<file path="src/rtl/squash_pkg.sv">
// squash_pkg: shared FSM state type and default sequence-number width
package squash_pkg;
  localparam int SEQ_W = 5;
  typedef enum logic {IDLE, PEND} state_e;
endpackage

</file>
<file path="src/rtl/squash_redirect_ctrl_if.sv">
// squash_redirect_ctrl_if: squash requests, commit, redirect and flush signals
interface squash_redirect_ctrl_if
  import squash_pkg::*;
#(
  parameter int P_NUM_ARB      = 2,
  parameter int P_SEQ_NUM_BITS = SEQ_W
);
  logic [P_NUM_ARB-1:0]                     arb_val;
  logic [P_NUM_ARB-1:0][P_SEQ_NUM_BITS-1:0] arb_seq_num;
  logic [P_NUM_ARB-1:0][31:0]               arb_target;
  logic                                     commit_val;
  logic                                     redir_val;
  logic                                     redir_rdy;
  logic [31:0]                              redir_target;
  logic [P_SEQ_NUM_BITS-1:0]                redir_seq_num;
  logic                                     squash_val;
  logic [P_SEQ_NUM_BITS-1:0]                squash_seq_num;
  modport master (
    output arb_val, arb_seq_num, arb_target, commit_val, redir_rdy,
    input  redir_val, redir_target, redir_seq_num, squash_val, squash_seq_num
  );
  modport slave (
    input  arb_val, arb_seq_num, arb_target, commit_val, redir_rdy,
    output redir_val, redir_target, redir_seq_num, squash_val, squash_seq_num
  );
endinterface

</file>
<file path="src/rtl/squash_age_cmp.sv">
// squash_age_cmp: true when i_a is strictly older than i_b, ages taken relative to i_head
module squash_age_cmp
  import squash_pkg::*;
#(
  parameter int P_W = SEQ_W
) (
  input  logic [P_W-1:0] i_head,
  input  logic [P_W-1:0] i_a,
  input  logic [P_W-1:0] i_b,
  output logic           o_older
);
  logic [P_W-1:0] w_age_a;
  logic [P_W-1:0] w_age_b;
  assign w_age_a = i_a - i_head;
  assign w_age_b = i_b - i_head;
  assign o_older = w_age_a < w_age_b;
endmodule

</file>
<file path="src/rtl/squash_redirect_ctrl.sv">
// squash_redirect_ctrl: picks the oldest squash, holds the redirect until fetch takes it, pulses a backend flush (stats via SQUASH_REDIRECT_STATS_EN)
module squash_redirect_ctrl
  import squash_pkg::*;
#(
  parameter int P_NUM_ARB      = 2,
  parameter int P_SEQ_NUM_BITS = SEQ_W
) (
  input  logic                   clk,
  input  logic                   rst,
  squash_redirect_ctrl_if.slave  bus
`ifdef SQUASH_REDIRECT_STATS_EN
  ,
  output logic [31:0]            stat_squash_cnt,
  output logic [31:0]            stat_replace_cnt
`endif
);
  localparam int W = P_SEQ_NUM_BITS;
  state_e         r_state;
  state_e         w_state_nxt;
  logic [W-1:0]   r_head;
  logic [W-1:0]   r_seq;
  logic [31:0]    r_tgt;
  logic           r_sq;
  logic           w_bval [P_NUM_ARB];
  logic [W-1:0]   w_bseq [P_NUM_ARB];
  logic [31:0]    w_btgt [P_NUM_ARB];
  logic           w_any;
  logic [W-1:0]   w_win_seq;
  logic [31:0]    w_win_tgt;
  logic           w_win_older;
  logic           w_pend;
  logic           w_hs;
  logic           w_cap;
  logic           w_repl;
  // Linear selection chain: a later requester only wins when strictly older, so ties keep the lower index
  for (genvar i = 0; i < P_NUM_ARB; i++) begin : g_sel
    if (i == 0) begin : g_first
      assign w_bval[0] = bus.arb_val[0];
      assign w_bseq[0] = bus.arb_seq_num[0];
      assign w_btgt[0] = bus.arb_target[0];
    end else begin : g_rest
      logic w_older;
      logic w_take;
      squash_age_cmp #(.P_W(W)) u_cmp (
        .i_head (r_head),
        .i_a    (bus.arb_seq_num[i]),
        .i_b    (w_bseq[i-1]),
        .o_older(w_older)
      );
      assign w_take    = bus.arb_val[i] & (~w_bval[i-1] | w_older);
      assign w_bval[i] = w_bval[i-1] | bus.arb_val[i];
      assign w_bseq[i] = w_take ? bus.arb_seq_num[i] : w_bseq[i-1];
      assign w_btgt[i] = w_take ? bus.arb_target[i] : w_btgt[i-1];
    end
  end
  assign w_any     = w_bval[P_NUM_ARB-1];
  assign w_win_seq = w_bseq[P_NUM_ARB-1];
  assign w_win_tgt = w_btgt[P_NUM_ARB-1];
  squash_age_cmp #(.P_W(W)) u_held_cmp (
    .i_head (r_head),
    .i_a    (w_win_seq),
    .i_b    (r_seq),
    .o_older(w_win_older)
  );
  assign w_pend = r_state == PEND;
  assign w_hs   = w_pend & bus.redir_rdy;
  assign w_cap  = w_any & (~w_pend | w_hs | w_win_older);
  assign w_repl = w_cap & w_pend & ~w_hs;
  // Next state: any capture keeps or enters PEND, an accepted redirect with no capture returns to IDLE
  always_comb begin
    w_state_nxt = r_state;
    if (w_cap) w_state_nxt = PEND;
    else if (w_hs) w_state_nxt = IDLE;
  end
  // State register
  always_ff @(posedge clk or negedge rst) begin
    if (!rst) r_state <= IDLE;
    else r_state <= w_state_nxt;
  end
  // Head of the in-flight window advances once per commit
  always_ff @(posedge clk or negedge rst) begin
    if (!rst) r_head <= '0;
    else if (bus.commit_val) r_head <= r_head + 1'b1;
  end
  // Held squash and the one-cycle flush pulse that accompanies every capture
  always_ff @(posedge clk or negedge rst) begin
    if (!rst) begin
      r_seq <= '0;
      r_tgt <= '0;
      r_sq  <= 1'b0;
    end else begin
      r_sq <= w_cap;
      if (w_cap) begin
        r_seq <= w_win_seq;
        r_tgt <= w_win_tgt;
      end
    end
  end
  assign bus.redir_val      = w_pend;
  assign bus.redir_target   = r_tgt;
  assign bus.redir_seq_num  = r_seq;
  assign bus.squash_val     = r_sq;
  assign bus.squash_seq_num = r_sq ? r_seq : '0;
`ifdef SQUASH_REDIRECT_STATS_EN
  logic [31:0] r_sq_cnt;
  logic [31:0] r_rep_cnt;
  // Saturating counts of captures and of captures that displaced a still-pending redirect
  always_ff @(posedge clk or negedge rst) begin
    if (!rst) begin
      r_sq_cnt  <= '0;
      r_rep_cnt <= '0;
    end else begin
      if (w_cap && !(&r_sq_cnt)) r_sq_cnt <= r_sq_cnt + 1'b1;
      if (w_repl && !(&r_rep_cnt)) r_rep_cnt <= r_rep_cnt + 1'b1;
    end
  end
  assign stat_squash_cnt  = r_sq_cnt;
  assign stat_replace_cnt = r_rep_cnt;
`endif
`ifndef SYNTHESIS
  // A squashed instruction must never commit while its redirect is pending
  a_no_squashed_commit: assert property (@(posedge clk) disable iff (!rst)
    !(w_pend && bus.commit_val && r_head == r_seq + 1'b1));
`endif
endmodule
</file>
<file path="src/flat_wrapper.sv">
// flat-port wrapper written by rule: the top's interface ports become plain ports
module squash_redirect_ctrl_flat import squash_pkg::*;
#(
  parameter int P_NUM_ARB      = 2,
  parameter int P_SEQ_NUM_BITS = SEQ_W
)
  (clk, rst, bus_arb_val, bus_arb_seq_num, bus_arb_target, bus_commit_val, bus_redir_rdy, bus_redir_val, bus_redir_target, bus_redir_seq_num, bus_squash_val, bus_squash_seq_num);
  squash_redirect_ctrl_if #(.P_NUM_ARB(P_NUM_ARB), .P_SEQ_NUM_BITS(P_SEQ_NUM_BITS)) bus_i ();
  input  logic clk;
  input  logic rst;
  input wire logic [$bits(bus_i.arb_val)-1:0] bus_arb_val;
  input wire logic [$bits(bus_i.arb_seq_num)-1:0] bus_arb_seq_num;
  input wire logic [$bits(bus_i.arb_target)-1:0] bus_arb_target;
  input wire logic [$bits(bus_i.commit_val)-1:0] bus_commit_val;
  input wire logic [$bits(bus_i.redir_rdy)-1:0] bus_redir_rdy;
  output wire logic [$bits(bus_i.redir_val)-1:0] bus_redir_val;
  output wire logic [$bits(bus_i.redir_target)-1:0] bus_redir_target;
  output wire logic [$bits(bus_i.redir_seq_num)-1:0] bus_redir_seq_num;
  output wire logic [$bits(bus_i.squash_val)-1:0] bus_squash_val;
  output wire logic [$bits(bus_i.squash_seq_num)-1:0] bus_squash_seq_num;
  assign bus_i.arb_val = bus_arb_val;
  assign bus_i.arb_seq_num = bus_arb_seq_num;
  assign bus_i.arb_target = bus_arb_target;
  assign bus_i.commit_val = bus_commit_val;
  assign bus_i.redir_rdy = bus_redir_rdy;
  assign bus_redir_val = bus_i.redir_val;
  assign bus_redir_target = bus_i.redir_target;
  assign bus_redir_seq_num = bus_i.redir_seq_num;
  assign bus_squash_val = bus_i.squash_val;
  assign bus_squash_seq_num = bus_i.squash_seq_num;
  squash_redirect_ctrl #(.P_NUM_ARB(P_NUM_ARB), .P_SEQ_NUM_BITS(P_SEQ_NUM_BITS)) u_core (.clk(clk), .rst(rst), .bus(bus_i));
endmodule
</file>
<file path="config.mk">
export PLATFORM = sky130hd
export DESIGN_NAME = squash_redirect_ctrl_flat
export DESIGN_NICKNAME = d
export VERILOG_FILES = /design/src/rtl/squash_pkg.sv /design/src/rtl/squash_redirect_ctrl_if.sv /design/src/rtl/squash_age_cmp.sv /design/src/rtl/squash_redirect_ctrl.sv /design/src/flat_wrapper.sv
export SDC_FILE = /design/constraint.sdc
export NUM_CORES = 1
export LEC_CHECK = 0
export CAP_MARGIN = 20
export CORE_ASPECT_RATIO = 1.25
export CORE_MARGIN = 4
export CORE_UTILIZATION = 46
export DETAILED_ROUTE_END_ITERATION = 16
export PLACE_DENSITY = 0.93
export SYNTH_ARGS = -nofsm -noshare
export SYNTH_HDL_FRONTEND = slang
export SYNTH_SLANG_ARGS = --single-unit
export TNS_END_PERCENT = 30
</file>
<file path="constraint.sdc">
create_clock -name clk -period 8.5 [get_ports clk]
set_input_delay 1.7 -clock clk [delete_from_list [all_inputs] [get_ports clk]]
set_output_delay 1.7 -clock clk [all_outputs]
set_load 0.05 [all_outputs]
</file>
==> run metrics, run 1 <==
nets=561; leading cell type in the layout, fill and taps excluded=clkdlybuf4s50_1; Max Clock Skew=around 0.012 ns; core area=just under 6000 µm²; slew margin rel.=31.01%; Unique masters post-synth=30; Hold WC Path Type=register to register; Die W=78.62 µm; Worst path most repeated cell=ha_1; H-tree Lvls=2; status=completed; sequential area share after synthesis=38.39%; Area Overhead vs Synth=47.86%; die height=roughly 96 µm; Die ar.=7569 µm²; Max Cap Violations=0; Slowest cell on crit path=clkdlybuf4s50_1; WHS=0.5144 ns; RSZ-0062 raised after global routing=false; Mapped Cells=338; CP arrival=7.29 ns; row cnt=31; number of global-route vias before repair=2865; Setup CP Type=input pin to register; most frequent cells in the layout=clkdlybuf4s50_1, nand2_1, dfrtp_1; layout cells sized above 1=3.532%; CTS Root Cell=clkbuf_8; DR iter-0 viols=132; PortBufs=123; Crit. End Element=register; R2R depth=24; Post-Syn Area=approximately 2900 µm²; CTS tree=built; syn nets=447; vias per cell=5.230; setup tns final=0 ns; Clk Latency, worst-skew pair=about 0.30 ns; Worst-Margin Slew=approximately 1.0 ns; clock slew at reported path FFs=0.08 ns; dpl hpwl=6467 µm; post-CTS setup buffer count=0; Yosys reg bits=44; Ys Warns=0; gpl congestion=0.8881; CP startpoint=bus_arb_seq_num[5]; worst endpoint required time=8.72 ns; pre-CTS setup slack=~1.1 ns; critical path launch point type=input pin; final-report max-slew violation count=0; starting density of the core=around 48%; crit path to=u_core.bus.redir_target[8]; total gr overflow=0; wire per inst=15.39 µm; Residual DRC=0; Finished Core Util=71.45%; Via Count=2798; Reg-to-Reg End=u_core.bus.redir_target[8]; first-pass GRT wire length=13050 µm; Routed WL=8232 µm; number of hold buffers added after cts=0; post-layout minimum cycle time=between 7 and 8 ns; Post-synth EDFFs=0; asr flop ratio synth=100.0%; Antenna Violating Nets Remaining=0; syn_area_per_cell=8.484 µm²; Clock Sinks=44; Ant. Diodes=0; final hold violation count=0; Fillers=467; drt pass-1 iters=5; GRT Total Usage=between 20 and 25%; Main synth FF type=dfrtp_1; r2r setup slk=2.76 ns; CP max FO=60; initial antenna violation count=0; Critical R2R Launch=u_core.r_head[0]; Crit path largest cell delay=0.43 ns; Peak Freq=0.1415 GHz; endpoints failing setup=0; number of CTS-inserted buffers=5; # IOs=124; largest net degree at the start of global routing=61; final worst slack=1.434 ns; CTS resizes=0; Max Buffers Root-to-Sink=2; fin crit share=83.13%
## metal layers
layer	track usage [%]	vias to the layer above	routed length, µm
li1	-	1370	-
met2	39.09	93	4340
met5	0	-	0
met1	24.27	1313	3015
met3	6.180	22	550
met4	9.913	0	326
## flip-flops by register name, summed over array words and instances, names as in the netlist
register and flops:
u_core.bus.redir_target 32, u_core.bus.redir_seq_num 5, u_core.r_head 5, u_core.bus.squash_val 1
u_core.bus.redir_val 1
## kinds of logic (layout without fill, tap and decap cells)
kind of cell | count (synthesis) | after routing | synth area share (%)
simple gates | 139 | 139 | 19.72
compound gates | 72 | 72 | 16.93
flops | 44 | 44 | 38.39
buf+inv | 33 | 148 | 4.755
fa+ha+maj | 29 | 29 | 13.70
xor+xnor | 20 | 20 | 6.108
mux | 1 | 1 | 0.3926
## synthesized netlist by cell type, types with 6 or more instances
master | number | share of area (%)
nand2_1 | 76 | 9.9
dfrtp_1 | 44 | 38
nor2_1 | 43 | 5.6
a31oi_1 | 34 | 7.4
ha_1 | 25 | 11
a21oi_1 | 16 | 2.8
inv_1 | 15 | 2.0
xnor2_1 | 13 | 4.0
a21o_1 | 10 | 2.6
buf_2 | 9 | 1.6
xor2_1 | 7 | 2.1
clkbuf_1 | 6 | 0.79
## per-stage QoR
step,cell area (µm²),instances
finish,4240,535
detailed placement,4155,527
global route,4240,535
floorplan,2868,338
global placement,4155,527
CTS,4240,535
## worst min-delay path by stage
| stage | cells after the start | endpoint | from |
|---|---|---|---|
| global placement | 1 | u_core.r_head[3] | u_core.r_head[3] |
| global route | 1 | u_core.r_head[2] | u_core.r_head[2] |
| finish | 1 | u_core.r_head[3] | u_core.r_head[3] |
| detailed placement | 1 | u_core.r_head[3] | u_core.r_head[3] |
| CTS | 1 | u_core.r_head[3] | u_core.r_head[3] |
| floorplan | 1 | u_core.r_head[3] | u_core.r_head[3] |
## area by class of cell
| class | count | area, µm² | share of cell area [%] |
|---|---|---|---|
| inverters | 15 | 56.30 | 1.328 |
| clock buffers | 7 | 76.32 | 1.800 |
| flip-flops and latches | 44 | 1101 | 25.97 |
| well taps | 82 | 102.6 | 2.420 |
| repair buffers | 125 | 1254 | 29.57 |
| multi-input cells | 261 | 1642 | 38.71 |
| clock inverters | 1 | 8.758 | 0.2066 |
## critical path, delay by kind of cell
kind	cells	cell delay, ns
simple gates	1	0.08
xor+xnor	3	0.40
compound gates	11	2.48
buf+inv	5	0.92
fa+ha+maj	6	1.68
Power of run 1 is not shown: default switching activity piles up to over one toggle a cycle in this logic, so the estimate is an artifact.
==> run 2: changes to the inputs <==
Settings changed: CORE_UTILIZATION 46 to 43, PLACE_DENSITY 0.93 to 0.88.
Clock period 8.5 ns to 7.1 ns, I/O delays scaled along.
==> run 2 against run 1 <==
Net effect:
- count of clock-buffer cells in the layout shrank 2
- critical path type unchanged
- highest routed layer unchanged
- die area grew 6.3%
- core utilization shrank 6.1 points
==> run metrics, run 2 (synthesized netlist as in run 1, its figures left out) <==
status=completed; Crit path largest cell delay=0.48 ns (+0.05 ns); Antenna Violating Nets Remaining=0 (unchanged); R2R depth=24 (unchanged); initial antenna violation count=0 (unchanged); largest net degree at the start of global routing=45 (-26%); Max Buffers Root-to-Sink=2 (unchanged); CTS resizes=0 (unchanged); Die W=81.05 µm (+3.1%); worst endpoint required time=7.30 ns (-1.42 ns); Residual DRC=0 (unchanged); final-report max-slew violation count=0 (unchanged); endpoints failing setup=0 (unchanged); met3 GRT Util=3.533% (-2.6 points); Placement Cell Area=4182 µm² (+0.63%); met2 Use GR=39.09% (about the same); clock slew at reported path FFs=0.07 ns (about the same); cell count of the worst hold path=1 (unchanged); r2r setup slk=1.52 ns (-1.24 ns); WHS=0.5115 ns (-0.002849 ns); most frequent cells in the layout=clkdlybuf4s50_1, nand2_1, dfrtp_1; starting density of the core=43.96% (-4.4 points); Slowest cell on crit path=a2111oi_2; CTS Root Cell=clkbuf_8; # IOs=124 (unchanged); post-CTS setup buffer count=0 (unchanged); Peak Freq=0.1503 GHz; CP max FO=38 (-37%); Worst-Margin Slew=1.014 ns (-0.02057 ns); nets=562 (+0.18%); critical path launch point type=input pin; Placed Instances=533 (+1.1%); final hold violation count=0 (unchanged); H-tree Lvls=2 (unchanged); Setup CP Type=input pin to register; setup tns final=0 ns (unchanged); Finished Cell Area=4263 µm² (+0.53%); Hold Path Origin=u_core.r_head[3]; leading cell type in the layout, fill and taps excluded=clkdlybuf4s50_1; crit path buf inv count=5 (unchanged); Largest register FFs=32 (unchanged); slew margin rel.=32.38% (+1.4 points); Max Clock Skew=0.009337 ns (-0.002578 ns); Ant. Diodes=0 (unchanged); Clock Sinks=44 (unchanged); number of global-route vias before repair=2856 (-0.31%); total gr overflow=0 (unchanged); GRT Total Usage=20.12% (-1.8 points); Hold WC Path Type=register to register; vias per cell=5.115 (-2.2%); Max Cap Violations=0 (unchanged); Reg-to-Reg End=u_core.bus.redir_target[7]; layout cells sized above 1=3.974% (+0.44 points); die height=99.31 µm (+3.1%); Top Usage Layer GRT=met2; grt met1 use=20.94% (-3.3 points); drt pass-1 iters=4 (-1); core area=6524 µm² (+9.9%); family with the most delay on the worst path=compound AO/OA/AOI/OAI gates; number of hold buffers added after cts=0 (unchanged); Finished Layout Cells=540 (+0.93%); worst hold path endpoint=u_core.r_head[3]; CTS tree=built; Clk Latency, worst-skew pair=0.29 ns (about the same); Area Overhead vs Synth=48.65%; row cnt=33 (+6.5%); wire per inst=14.54 µm (-5.5%); dpl hpwl=6282 µm (-2.9%); DR iter-0 viols=98 (-26%); RSZ-0062 raised after global routing=false; Via Count=2762 (-1.3%); Critical R2R Launch=u_core.r_head[0]; Routed WL=7851 µm (-4.6%); first-pass GRT wire length=12810 µm (-1.9%); gpl congestion=0.8663 (-2.5%); post-layout minimum cycle time=6.651 ns; fin crit share=93.68%; number of CTS-inserted buffers=5 (unchanged); Crit. End Element=register; CP arrival=6.85 ns (-0.44 ns); Worst path most repeated cell=ha_1; PortBufs=123 (unchanged); Die ar.=8048 µm² (+6.3%)
## run 2: changes by cell type in the layout (fill, tap and decap cells not counted), sizes merged
cell,before,now
clkinvlp,0,1
buf,3,4
clkbuf,7,5
## run 2: worst max path at each step
stage / startpoint / to / slack [ns] / cells after the start
CTS: bus_arb_seq_num[5] / u_core.bus.redir_target[7] / 0.46 / 26
finish: bus_arb_seq_num[5] / u_core.bus.redir_target[7] / 0.45 / 26
global route: bus_arb_seq_num[0] / u_core.bus.redir_target[7] / 0.14 / 26
floorplan: bus_arb_seq_num[5] / u_core.bus.redir_target[10] / 1.06 / 26
global placement: bus_arb_seq_num[0] / u_core.bus.redir_target[9] / 0.35 / 26
detailed placement: bus_arb_seq_num[5] / u_core.bus.redir_target[7] / 0.18 / 26
## run 2: per-stage QoR
step	utilization, %	setup WS [ns]
after detailed placement	64.10	0.1812
after global routing	65.34	0.1370
final	65.34	0.4486
after floorplan	-	1.058
after global placement	64.10	0.3498
after CTS	65.34	0.4572
## run 2: per-layer routing
layer	up-vias	part of all wire (%)
li1	1376	-
met1	1276	37
met2	96	55
met3	14	5.1
met4	0	2.4
met5	-	0
## run 2: area by class of cell
cell class | instances | area, µm²
inverters | 15 | 56.30
well taps | 87 | 108.9
multi-input cells | 261 | 1642
clock inverters | 2 | 12.51
clock buffers | 5 | 68.82
repair buffers | 126 | 1274
flip-flops and latches | 44 | 1101
fillers | 587 | 2261
Power of run 2 is left out for the same reason.
==> run 3: changes to the inputs <==
Settings changed: CTS_CLUSTER_SIZE from default to 30.
==> results of run 3 <==
The final DEF is identical to that of run 2; final timing and power are the same.
Power of run 3 is left out for the same reason.
